[src/rtl/mux_rr_arbiter.sv]
// Round-robin arbiter for an 8:1 mux with registered select and one-hot grant.
// Optional forced-release timeout is enabled by defining MUX_ARB_TIMEOUT_EN.
module mux_rr_arbiter #(
  parameter int unsigned MAX_HOLD = 15
) (
  input  logic       clk,
  input  logic       reset,
  input  logic [7:0] req,
  output logic [2:0] sel,
  output logic [7:0] grant,
  output logic       busy,
  output logic       timeout
);

  typedef enum logic [1:0] {StIdle, StGrant, StGuard} state_e;

  state_e     state_q, state_d;
  logic [2:0] sel_q, sel_d;
  logic [2:0] last_q, last_d;
  logic [7:0] grant_q, grant_d;
  logic       busy_q, busy_d;
  logic       timeout_q, timeout_d;
  logic       win_found;
  logic [2:0] win_idx;

`ifdef MUX_ARB_TIMEOUT_EN
  logic [7:0] cnt_q, cnt_d;
`else
  logic [7:0] unused_max_hold;
  assign unused_max_hold = 8'(MAX_HOLD);
`endif

  // Scan upward from last+1; i=8 wraps back to last itself, so it has lowest priority.
  always_comb begin
    logic [2:0] idx;
    idx       = '0;
    win_found = 1'b0;
    win_idx   = last_q;
    for (int i = 1; i <= 8; i++) begin
      idx = last_q + 3'(i);
      if (!win_found && req[idx]) begin
        win_found = 1'b1;
        win_idx   = idx;
      end
    end
  end

  always_comb begin
    state_d   = state_q;
    sel_d     = sel_q;
    last_d    = last_q;
    grant_d   = grant_q;
    busy_d    = busy_q;
    timeout_d = 1'b0;
`ifdef MUX_ARB_TIMEOUT_EN
    cnt_d     = cnt_q;
`endif
    unique case (state_q)
      StIdle: begin
        grant_d = '0;
        busy_d  = 1'b0;
        if (win_found) begin
          state_d = StGrant;
          sel_d   = win_idx;
          last_d  = win_idx;
          grant_d = 8'b1 << win_idx;
          busy_d  = 1'b1;
`ifdef MUX_ARB_TIMEOUT_EN
          cnt_d   = '0;
`endif
        end
      end
      StGrant: begin
        if (!req[sel_q]) begin
          state_d = StGuard;
          grant_d = '0;
`ifdef MUX_ARB_TIMEOUT_EN
        end else if ((9'(cnt_q) + 9'd1) >= 9'(MAX_HOLD)) begin
          state_d   = StGuard;
          grant_d   = '0;
          timeout_d = 1'b1;
        end else begin
          cnt_d = cnt_q + 8'd1;
`endif
        end
      end
      StGuard: begin
        state_d = StIdle;
        grant_d = '0;
        busy_d  = 1'b0;
      end
      default: begin
        state_d = StIdle;
        grant_d = '0;
        busy_d  = 1'b0;
      end
    endcase
  end

  always_ff @(posedge clk or posedge reset) begin
    if (reset) begin
      state_q   <= StIdle;
      sel_q     <= '0;
      last_q    <= 3'd7;
      grant_q   <= '0;
      busy_q    <= 1'b0;
      timeout_q <= 1'b0;
`ifdef MUX_ARB_TIMEOUT_EN
      cnt_q     <= '0;
`endif
    end else begin
      state_q   <= state_d;
      sel_q     <= sel_d;
      last_q    <= last_d;
      grant_q   <= grant_d;
      busy_q    <= busy_d;
      timeout_q <= timeout_d;
`ifdef MUX_ARB_TIMEOUT_EN
      cnt_q     <= cnt_d;
`endif
    end
  end

  assign sel     = sel_q;
  assign grant   = grant_q;
  assign busy    = busy_q;
  assign timeout = timeout_q;

endmodule

[config.mk]
export PLATFORM = sky130hd
export DESIGN_NAME = mux_rr_arbiter
export DESIGN_NICKNAME = d
export VERILOG_FILES = /design/src/rtl/mux_rr_arbiter.sv
export SDC_FILE = /design/constraint.sdc
export NUM_CORES = 1
export LEC_CHECK = 0
export CAP_MARGIN = 10
export CORE_MARGIN = 3
export CORE_UTILIZATION = 30
export DETAILED_ROUTE_END_ITERATION = 8
export GPL_ROUTABILITY_DRIVEN = 0
export PLACE_DENSITY = 0.58
export SLEW_MARGIN = 40
export SYNTH_ARGS = -nofsm -noshare
export SYNTH_HDL_FRONTEND = slang
export SYNTH_SLANG_ARGS = --single-unit
[constraint.sdc]
create_clock -name clk -period 9.8 [get_ports clk]
set_clock_uncertainty 0.2 [all_clocks]
set_input_delay 0.98 -clock clk [delete_from_list [all_inputs] [get_ports clk]]
set_output_delay 0.98 -clock clk [all_outputs]
set_load 0.01 [all_outputs]
Word level (Yosys, flattened, before mapping)
Cells that the tools add are included.
W data, S select, Z words.
Operators by class
  reductions and logical operators: 17
  mux-type cells: 42
  equal/unequal tests: 3
  shifts and indexed selects: 1
  magnitude comparators: 9
  add/sub/neg operators: 7
Operators by type and width (count)
  $lt A3 B4 Y1 const B: 9
  $bmux W1 S3: 9
  $mux W3: 8
  $mux W1: 18
  $mux W8: 2
  $pmux W8 S2: 1
  $add A3 B3 Y3 const B: 4
  $shl A1 B3 Y8 const A: 1
  $logic_and A1 B1 Y1: 7
  $logic_not A1 Y1: 7
  $add A3 B2 Y3 const B: 2
  $mux W2: 2
  $ne A2 B2 Y1 const B: 2
  $pmux W2 S2: 1
  $reduce_and A2 Y1: 2
  $add A3 B1 Y3 const B: 1
  $eq A2 B1 Y1 const B: 1
  $logic_not A2 Y1: 1
  $pmux W1 S2: 1
Storage, ports and cells
  bits in registers: 17
  output and inout bits: 13
  logic and storage cells: 84
  bits of input ports: 10

Logic depth before layout (Yosys ltp)
Gate-level depths: netlist of the first run.
  depth after elaboration: 28
  depth in mapped cells: 12
  gate-level depth less buffers: 9

Least setup slack after synthesis of the first run
Ideal clock, no wire load.
  path kind: register to register
  start: reg last_q[0]
  end: reg sel_q[1], in the netlist sel[1]
  path slack: 6.323 ns
  data required time: 9.475 ns
  setup time: 0.125 ns
  period minus slack after synthesis: 3.477 ns
  arrival time: 3.153 ns
  stages on the path, launching flop included: 13
  buffers on the path: 3
  path through: dfstp_2 > buf_6 > buf_6 > inv_1 > ha_1 > buf_1 > mux4_2 > mux2_4 > a221oi_2 > a22o_2 > a211oi_2 > a311o_1 > mux2_2
Between the ends
  longest elaborated chain between the ends: 26
  elaborated cells between the ends (all ways): 54
  those cells by class: 7 x add/sub; 32 x mux; 15 x reduce/logical
Ends and longest elaborated chain
  from (decl): line 19  | logic [2:0] last_q, last_d;
  from (signal assigned): line 114  | last_q <= last_d;
  $add A3 B1 Y3: line 40  | idx = last_q + 3'(i);
  $bmux W1 S3: line 41  | if (!win_found && req[idx]) begin
  $mux W1 (not written as such): line 41
  $mux W1: line 41
  $logic_not A1 Y1: line 41
  $logic_and A1 B1 Y1: line 41
  $mux W1: line 41
  $logic_not A1 Y1: line 41
  [10 not listed]
  $mux W1: line 41
  $logic_not A1 Y1: line 41
  $logic_and A1 B1 Y1: line 41
  $mux W1: line 41
  $logic_not A1 Y1: line 41
  $logic_and A1 B1 Y1: line 41
  $mux W1: line 41
  $reduce_and A2 Y1 (no source line)
  to (signal assigned): line 113  | sel_q <= sel_d;
  to (decl): line 18  | logic [2:0] sel_q, sel_d;
Several ways; a longest one is shown, not always the timed one. The select of a mux whose other input is x is not followed.
A chain may end at the register's enable or synchronous reset.

Worst setup path in the final report of the first run
  start: reg last_q[1]
  end: reg sel_q[1], in the netlist sel[1]
The elaborated chain is that of the path after synthesis.

==> metrics.md, run 1 <==
| Metric | Value |
|---|---|
| Status | `complete, no violations` |
| Hold path depth | `1` |
| Synth Instances | `159` |
| WL/cell | `16.75 µm` |
| Critical path class | `reg -> reg` |
| Hold Slack | `0.2671 ns` |
| Syn Area/Cell | `between 10 and 15 µm²` |
| Critical path fanouts, max | `20` |
| Antenna violations before repair | `0` |
| First-pass DRT Iterations | `4` |
| Post-synth cell types | `60` |
| Crit. End Element | `flip-flop` |
| Sequential fraction of the synthesis area | `0.2554` |
| Layout Cells excl Fill | `246` |
| Die Ht | `80.84 µm` |
| Gr usage total | `0.1338` |
| DR vias | `1472` |
| Synth top area share | `0.2085` |
| Area Growth Syn to Fin | `17.05%` |
| Hold path startpoint | `state_q[1]$_DFFE_PP0P_` |
| DRC | `0` |
| Max clock buf depth | `2` |
| Final WL | `4121 µm` |
| Hold buffers post-CTS | `0` |
| Ranking of synthesized cells by area | `dfrtp_1, mux4_2, a32o_1` |
| Grt ovf | `0` |
| Core area | `between 5000 and 6000 µm²` |
| Synth Net Count | `171` |
| Cells after DPL | `242` |
| RSZ-0062 raised after global routing | `no` |
| Port bufs | `21` |
| R2R setup slack | `5.59 ns` |
| N_diodes | `0` |
| Reg2Reg Depth | `9` |
| Largest net degree at the start of global routing | `21` |
| Worst Hold End | `state_q[1]$_DFFE_PP0P_` |
| Root buffer cell | `clkbuf_8` |
| Layout cells sized above 1 | `0.2102` |
| # fillers | `523` |
| Most used DFF post-synth | `dfrtp_1` |
| Post-DRT Antenna Nets | `0` |
| Worst slew pin tran | `0.7591 ns` |
| Mapped Area | `approximately 1700 µm²` |
| Number of enable flip-flop cells after synthesis | `0` |
| Die width | `80.84 µm` |
| TNS Setup | `0 ns` |
| Vias per cell | `around 6` |
| Hold Fails Final Rpt | `0` |
| Peak Freq | `237.8 MHz` |
| Num Clock Sinks | `17` |
| Ys Warns | `0` |
| #FFs+latches synth | `17` |
| Hold WC Path Type | `reg -> reg` |
| FF-to-FF End | `sel[1]$_DFFE_PP0P_` |
| Ports | `23` |
| Worst-skew pair later-pin latency | `0.24 ns` |
| FP Rows | `26` |
| Max-cap violations | `0` |
| Top cells by count, synth | `dfrtp_1, nand2_1, mux4_2, a32o_1, mux2i_1` |
| Crit path required time | `9.73 ns` |
| Hpwl dp | `3035 µm` |
| Pins over their slew limit | `0` |
| Post-layout instance area | `1967 µm²` |
| Tmin final | `4.205 ns` |
| Worst slew margin | `0.4896` |
| Die area | `6535 µm²` |
| Total setup buffers inserted after CTS | `0` |
| Crit share post-route | `0.4291` |
| Reg clk slew, reported paths | `0.06 ns` |
| Synth area leader | `dfrtp_1` |
| Vias in the first global route | `~1400` |
| Top-count cell post-synth | `dfrtp_1` |
| Htree depth | `1` |
| Critical Path Source Type | `flip-flop` |
| CTS buffer count | `3` |
| Resized Gates After CTS | `0` |
| CP Data Arrival Time | `4.14 ns` |
| Placed Area | `1921 µm²` |
| Asr flop ratio synth | `1.000` |
| CTS tree | `built` |
| Final setup vio count | `0` |
| Fin nets | `approximately 190` |
| Initial DRC Count | `183` |
| Initial Util | `0.3189` |
| Worst R2R Start | `last_q[1]$_DFFE_PP1P_` |
| Global-route wire length before repair | `~7000 µm` |
area by class of cell:
type	count	area, µm²	area share
multi-input cells	127	1167	0.5935
flip-flops and latches	17	429.2	0.2182
repair buffers	21	210.2	0.1069
well taps	70	87.58	0.04453
clock buffers	3	41.29	0.02099
inverters	7	26.28	0.01336
clock inverters	1	5.005	0.002545
critical path: stages, from the launching register on:
cell,delay [ns]
dfstp_2,0.80
inv_1,0.16
ha_1,0.59
mux4_2,0.66
mux2i_2,0.38
a211oi_1,0.13
a311oi_1,0.38
a211oi_2,0.09
a311o_1,0.39
mux2_2,0.30
state kept, by name, indices dropped and copies added, names as in the netlist:
| name | flops |
|---|---|
| grant | 8 |
| last_q | 3 |
| sel | 3 |
| state_q | 2 |
| busy | 1 |
worst max-delay path by stage:
stage	end	slack [ns]	from	cells past startpoint
after global placement	sel[1]$_DFFE_PP0P_	5.65	req[5]	8
after floorplan	sel[1]$_DFFE_PP0P_	6.32	last_q[0]$_DFFE_PP1P_	12
after global routing	sel[2]$_DFFE_PP0P_	5.35	last_q[1]$_DFFE_PP1P_	9
after CTS	sel[1]$_DFFE_PP0P_	5.66	last_q[1]$_DFFE_PP1P_	9
final	sel[1]$_DFFE_PP0P_	5.59	last_q[1]$_DFFE_PP1P_	9
after detailed placement	sel[1]$_DFFE_PP0P_	5.68	req[1]	8
layout by cell type, fill, tap and decap left out, types with 2 or more instances in the layout:
cell type         n
clkdlybuf4s50_1  21
dfrtp_1          14
nand2_1          13
mux4_2           12
a32o_1            8
mux2i_1           7
inv_1             6
mux2_2            5
nor2_1            5
nand3_1           4
xnor2_1           3
mux2i_2           3
nand4_1           3
nand2b_1          3
a22oi_1           3
a211oi_1          3
a21oi_1           3
clkbuf_8          3
dfstp_2           3
xor2_1            2
and3_1            2
and2_1            2
nor2b_1           2
o221ai_1          2
a311o_1           2
o21ai_1           2
nor3b_1           2
a31oi_1           2
nand3b_1          2
o31ai_1           2
o2bb2ai_1         2
a211oi_2          2
a21o_1            2
ha_1              2
layer usage:
layer | share of wire | routed length [µm] | vias up | track usage
li1 | - | - | 683 | -
met1 | 0.48 | 1977 | 717 | 0.1982
met2 | 0.45 | 1864 | 66 | 0.2110
met3 | 0.055 | 227 | 6 | 0.01996
met4 | 0.013 | 52 | 0 | 0.01689
met5 | 0 | 0 | - | 0
through the flow:
stage / util / setup slack, ns
after floorplan: - / 6.323
after global placement: 0.3644 / 5.654
after detailed placement: 0.3644 / 5.682
after CTS: 0.3732 / 5.661
after global routing: 0.3732 / 5.348
final: 0.3732 / 5.595
cell families (layout without fill, tap and decap cells):
family | after synthesis | in the layout | synth area share
buf+inv | 15 | 32 | 0.04988
compound gates | 45 | 45 | 0.2286
other cells | 1 | 1 | 0.002232
flops | 17 | 17 | 0.2554
simple gates | 46 | 46 | 0.1534
mux | 28 | 28 | 0.2695
xor+xnor | 5 | 5 | 0.02607
fa+ha+maj | 2 | 2 | 0.01489
Power of run 1 is left out: the tool's default activity adds up to more than one toggle a clock period on the data nets, which glitch-free logic cannot reach.
==> run 2: changes to the inputs <==
==> constraint.sdc (replaced) <==
create_clock -name clk -period 4.1 [get_ports clk]
set_clock_uncertainty 0.2 [all_clocks]
set_input_delay 0.41 -clock clk [delete_from_list [all_inputs] [get_ports clk]]
set_output_delay 0.41 -clock clk [all_outputs]
set_load 0.01 [all_outputs]
==> run 2 against run 1 <==
  * Sequential share of layout area is 0.44 points lower
  * Critical endpoint unchanged
  * Core utilization is 0.76 points higher
  * Wire length is 2.5% lower
  * Non-clock buffer count is 5 higher
  * Count of clock-buffer cells in the layout stayed put
  * First-iteration DRC count is 15% higher
  * Critical path type unchanged
  * Register-to-register slack worse by 4.9 ns
  * Critical path depth is 1 lower
  * Setup slack worse by 4.9 ns
  * Fmax is 22% higher
  * Final cell count is 2.0% higher
  * Sequential cell count stayed put
==> metrics.md, run 2 (same netlist as run 1, synthesis figures left out) <==
| Metric | Value |
|---|---|
| Worst slew margin | `0.5842` |
| Crit. End Element | `flip-flop` |
| Grt ovf | `0` |
| Register area | `429.2 µm²` |
| Vias per cell | `~5.8` |
| Max clock buf depth | `2` |
| Port bufs | `21` |
| Global-route wire length before repair | `6900 µm` |
| Largest net degree at the start of global routing | `20` |
| # fillers | `around 530` |
| Core area | `5270 µm²` |
| Tmin final | `3.433 ns` |
| Reg clk slew, reported paths | `around 0.07 ns` |
| Htree depth | `1` |
| Num Clock Sinks | `17` |
| Max reg flops | `8` |
| Hpwl dp | `3095 µm` |
| Resized Gates After CTS | `0` |
| Most frequent cells in the layout | `clkdlybuf4s50_1, dfrtp_1, nand2_1` |
| CTS buffer count | `3` |
| Peak Freq | `291.3 MHz` |
| Final WL | `4019 µm` |
| Vias in the first global route | `about 1400` |
| Placed Area | `1958 µm²` |
| Ports | `23` |
| Area Growth Syn to Fin | `19.43%` |
| N_diodes | `0` |
| Critical path fanouts, max | `19` |
| Die area | `approximately 6500 µm²` |
| Max-cap violations | `0` |
| Crit share post-route | `0.8374` |
| Slowest CP cell | `mux4_2` |
| FP Rows | `26` |
| Total setup buffers inserted after CTS | `0` |
| Multi-input logic area | `~1200 µm²` |
| Hold Fails Final Rpt | `0` |
| Initial DRC Count | `211` |
| Fin nets | `194` |
| Layout cells sized above 1 | `0.2320` |
| Hold WC Path Type | `reg -> reg` |
| CTS tree | `built` |
| Critical path class | `reg -> reg` |
| Die Ht | `80.84 µm` |
| CP Data Arrival Time | `3.37 ns` |
| Status | `complete, no violations` |
| CP peak stage delay | `0.65 ns` |
| Post-layout instance area | `approximately 2000 µm²` |
| Post-DRT Antenna Nets | `0` |
| Antenna violations before repair | `0` |
| Die width | `80.84 µm` |
| Commonest non-fill, non-tap cell in the layout | `clkdlybuf4s50_1` |
| DR vias | `~1500` |
| Gr usage total | `0.1310` |
| Initial Util | `0.3189` |
| TNS Setup | `0 ns` |
| DRC | `0` |
| RSZ-0062 raised after global routing | `no` |
| Critical Path Source Type | `flip-flop` |
| Crit path required time | `4.04 ns` |
| Worst-skew pair later-pin latency | `0.25 ns` |
| Pins over their slew limit | `0` |
| WL/cell | `roughly 16 µm` |
| Worst slew pin tran | `just over 0.6 ns` |
| Root buffer cell | `clkbuf_8` |
| First-pass DRT Iterations | `4` |
| Hold buffers post-CTS | `0` |
| Crit path cell chain | `buf_4 > mux4_2 > mux2i_1 > o211ai_1 > nor4_2 > a211oi_2 > a311o_1 > mux2_2` |
| Final setup vio count | `0` |
[run 2: final cells by class]
cell class / instances / share of cell area
multi-input combinational: 127 / 0.5817
clock inverter: 1 / 0.003741
clock buffer: 3 / 0.02057
sequential: 17 / 0.2138
tap: 70 / 0.04364
timing repair buffer: 26 / 0.1234
inverter: 7 / 0.01309
[run 2: final timing paths]
check | endpoint | slack [ns] | cells past startpoint | startpoint
max reg2reg | sel[1]$_DFFE_PP0P_ | 0.67 | 8 | last_q[1]$_DFFE_PP1P_
min | state_q[1]$_DFFE_PP0P_ | 0.28 | 1 | state_q[1]$_DFFE_PP0P_
max | sel[1]$_DFFE_PP0P_ | 0.67 | 8 | last_q[1]$_DFFE_PP1P_
min reg2reg | state_q[1]$_DFFE_PP0P_ | 0.28 | 1 | state_q[1]$_DFFE_PP0P_
max in group asynchronous | grant[6]$_DFFE_PP0P_ | 2.96 | 2 | reset
min in group asynchronous | busy$_DFFE_PP0N_ | 0.33 | 2 | reset
[run 2: per-layer routing]
metal	wire (µm)	global-route usage
met1	1953	0.1983
met2	1841	0.2011
met3	193	0.02439
met4	31	0.01182
met5	0	0
[run 2: through the flow]
step                hold slack (ns)  instances    util  worst slack (ns)
floorplan                    0.1339        159       -            0.6225
global placement             0.2679        247  0.3716            0.4979
detailed placement           0.2648        247  0.3716            0.5297
CTS                          0.2732        251  0.3808            0.6618
global route                 0.3128        251  0.3808            0.5224
finish                       0.2753        251  0.3808            0.6667
[run 2: worst max-delay path: cells and delay by family (launching register included)]
family,cells,cell delay (ns)
simple gates,1,0.21
flops,1,0.53
buf+inv,1,0.25
mux,3,1.42
compound gates,3,0.71
Power of run 2 is left out for the same reason.
==> run 3: changes to the inputs <==
==> constraint.sdc (replaced) <==
create_clock -name clk -period 3.45 [get_ports clk]
set_clock_uncertainty 0.2 [all_clocks]
set_input_delay 0.345 -clock clk [delete_from_list [all_inputs] [get_ports clk]]
set_output_delay 0.345 -clock clk [all_outputs]
set_load 0.01 [all_outputs]
==> run 3 against run 2 <==
  * Fmax rose by 1.8%
  * Non-clock buffer count rose by 17
  * Count of clock-buffer cells in the layout did not move
  * Worst hold slack got worse by 0.0065 ns
  * First-iteration DRC count fell by 46%
  * Setup slack got worse by 0.59 ns
  * Global-route usage rose by 1.8 points
  * Core utilization rose by 3.8 points
  * Critical endpoint unchanged
==> metrics.md, run 3 (same netlist as run 1, synthesis figures left out) <==
| Metric | Value |
|---|---|
| Register area | `429.2 µm²` |
| First-pass DRT Iterations | `4` |
| Hold WC Path Type | `reg -> reg` |
| Core area | `approximately 5300 µm²` |
| FF-to-FF End | `sel[1]$_DFFE_PP0P_` |
| N_diodes | `0` |
| Reg clk slew, reported paths | `0.07 ns` |
| Layout cells sized above 1 | `0.3232` |
| Bufs and invs on worst path | `1` |
| Max reg flops | `8` |
| Grt ovf | `0` |
| Htree depth | `1` |
| CP startpoint | `last_q[0]$_DFFE_PP1P_` |
| Global-route wire length before repair | `7534 µm` |
| Post-DRT Antenna Nets | `0` |
| Critical path class | `reg -> reg` |
| Max clock buf depth | `2` |
| Worst slew margin | `0.5728` |
| Max-cap violations | `0` |
| Crit path required time | `3.39 ns` |
| CP peak stage delay | `0.60 ns` |
| Hold buffers post-CTS | `0` |
| R2R setup slack | `0.08 ns` |
| CP delay by family, top | `multiplexers` |
| Vias in the first global route | `roughly 1500` |
| Tmin final | `3.373 ns` |
| Slowest CP cell | `mux4_2` |
| Worst R2R Start | `last_q[0]$_DFFE_PP1P_` |
| Most Used Layer, Global Route | `met2` |
| DRC | `0` |
| Met2 track demand over resource | `0.2225` |
| Area Growth Syn to Fin | `31.35%` |
| Peak Freq | `between 200 and 300 MHz` |
| CTS buffer count | `3` |
| Multi-input logic area | `1226 µm²` |
| Hold Fails Final Rpt | `0` |
| Antenna violations before repair | `0` |
| Hpwl dp | `3573 µm` |
| Initial Util | `0.3189` |
| CP Data Arrival Time | `3.32 ns` |
| Largest net degree at the start of global routing | `20` |
| Die Ht | `80.84 µm` |
| Critical Path Source Type | `flip-flop` |
| Die area | `roughly 6500 µm²` |
| Initial DRC Count | `114` |
| Root buffer cell | `clkbuf_8` |
| Crit share post-route | `0.9777` |
| Die width | `about 81 µm` |
| Pins over their slew limit | `0` |
| Crit path cell chain | `inv_1 > ha_4 > mux4_2 > mux2_2 > a221oi_2 > a22o_2 > a211oi_2 > a311o_2 > mux2_2` |
| Port bufs | `21` |
| DR vias | `roughly 1500` |
| Worst setup endpoint | `sel[1]$_DFFE_PP0P_` |
| GR Layer Usage met1 | `0.2155` |
| Final WL | `4678 µm` |
| Hold path startpoint | `state_q[1]$_DFFE_PP0P_` |
| Final setup vio count | `0` |
| Ports | `23` |
| Final Core Density | `0.4188` |
| Status | `complete, no violations` |
| WL/cell | `17.46 µm` |
| Worst slew pin tran | `0.6400 ns` |
| Num Clock Sinks | `17` |
| Commonest non-fill, non-tap cell in the layout | `clkdlybuf4s50_1` |
| # fillers | `533` |
| Worst-skew pair later-pin latency | `0.25 ns` |
| Gr usage total | `0.1488` |
| Reg2Reg Depth | `9` |
| Critical path's most frequent cell | `mux2_2` |
| FP Rows | `26` |
| Most frequent cells in the layout | `clkdlybuf4s50_1, buf_4, dfrtp_1` |
| Levels on crit path | `9` |
| Critical path fanouts, max | `6` |
| Met3 usage | `0.02661` |
| Crit. End Element | `flip-flop` |
| Vias per cell | `5.757` |
| CTS tree | `built` |
| Fin nets | `211` |
## run 3: worst reg2reg max path, cell delays in order (launching register included)
cell      delay (ns)
dfstp_2         0.53
inv_1           0.07
ha_4            0.28
mux4_2          0.60
mux2_2          0.33
a221oi_2        0.26
a22o_2          0.21
a211oi_2        0.07
a311o_2         0.43
mux2_2          0.28
## run 3: per-layer routing
| metal | wire, µm | up-vias |
|---|---|---|
| li1 | - | 725 |
| met5 | 0 | - |
| met4 | 119 | 0 |
| met3 | 180 | 12 |
| met2 | 2132 | 53 |
| met1 | 2247 | 753 |
## run 3: repair_timing
| action | CTS | global route |
|---|---|---|
| setup endpoints to repair | 0 | 10 |
| setup buffers | 0 | 1 |
| hold endpoints to repair | 0 | 0 |
| resized for setup | 0 | 10 |
## run 3: worst min path at each step
stage	depth (start not counted)	endpoint	slack [ns]
6_report	1	state_q[1]$_DFFE_PP0P_	0.27
5_1_grt	1	state_q[1]$_DFFE_PP0P_	0.31
4_1_cts	1	state_q[1]$_DFFE_PP0P_	0.27
3_5_place_dp	1	state_q[1]$_DFFE_PP0P_	0.27
3_3_place_gp	1	state_q[1]$_DFFE_PP0P_	0.26
2_1_floorplan	1	busy$_DFFE_PP0N_	0.07
## run 3: final cells by class
cell class | count | share of cell area
multi-input combinational | 127 | 0.5556
clock buffer | 3 | 0.01871
sequential | 17 | 0.1944
timing repair buffer | 43 | 0.1774
inverter | 7 | 0.01190
tap | 70 | 0.03968
clock inverter | 1 | 0.002268
## run 3: metrics by stage
stage          instance area (µm²)  setup slack (ns)  TNS (ns)  hold WS (ns)  instances
2_1_floorplan                 1682           0.03556         0       0.06888        159
3_3_place_gp                  2091           0.05940         0        0.2645        263
3_5_place_dp                  2091           0.06529         0        0.2724        263
4_1_cts                       2137           0.06670         0        0.2737        267
5_1_grt                       2207          -0.03373   -0.1168        0.3067        268
6_report                      2207           0.07699         0        0.2687        268
Power of run 3 is left out for the same reason.
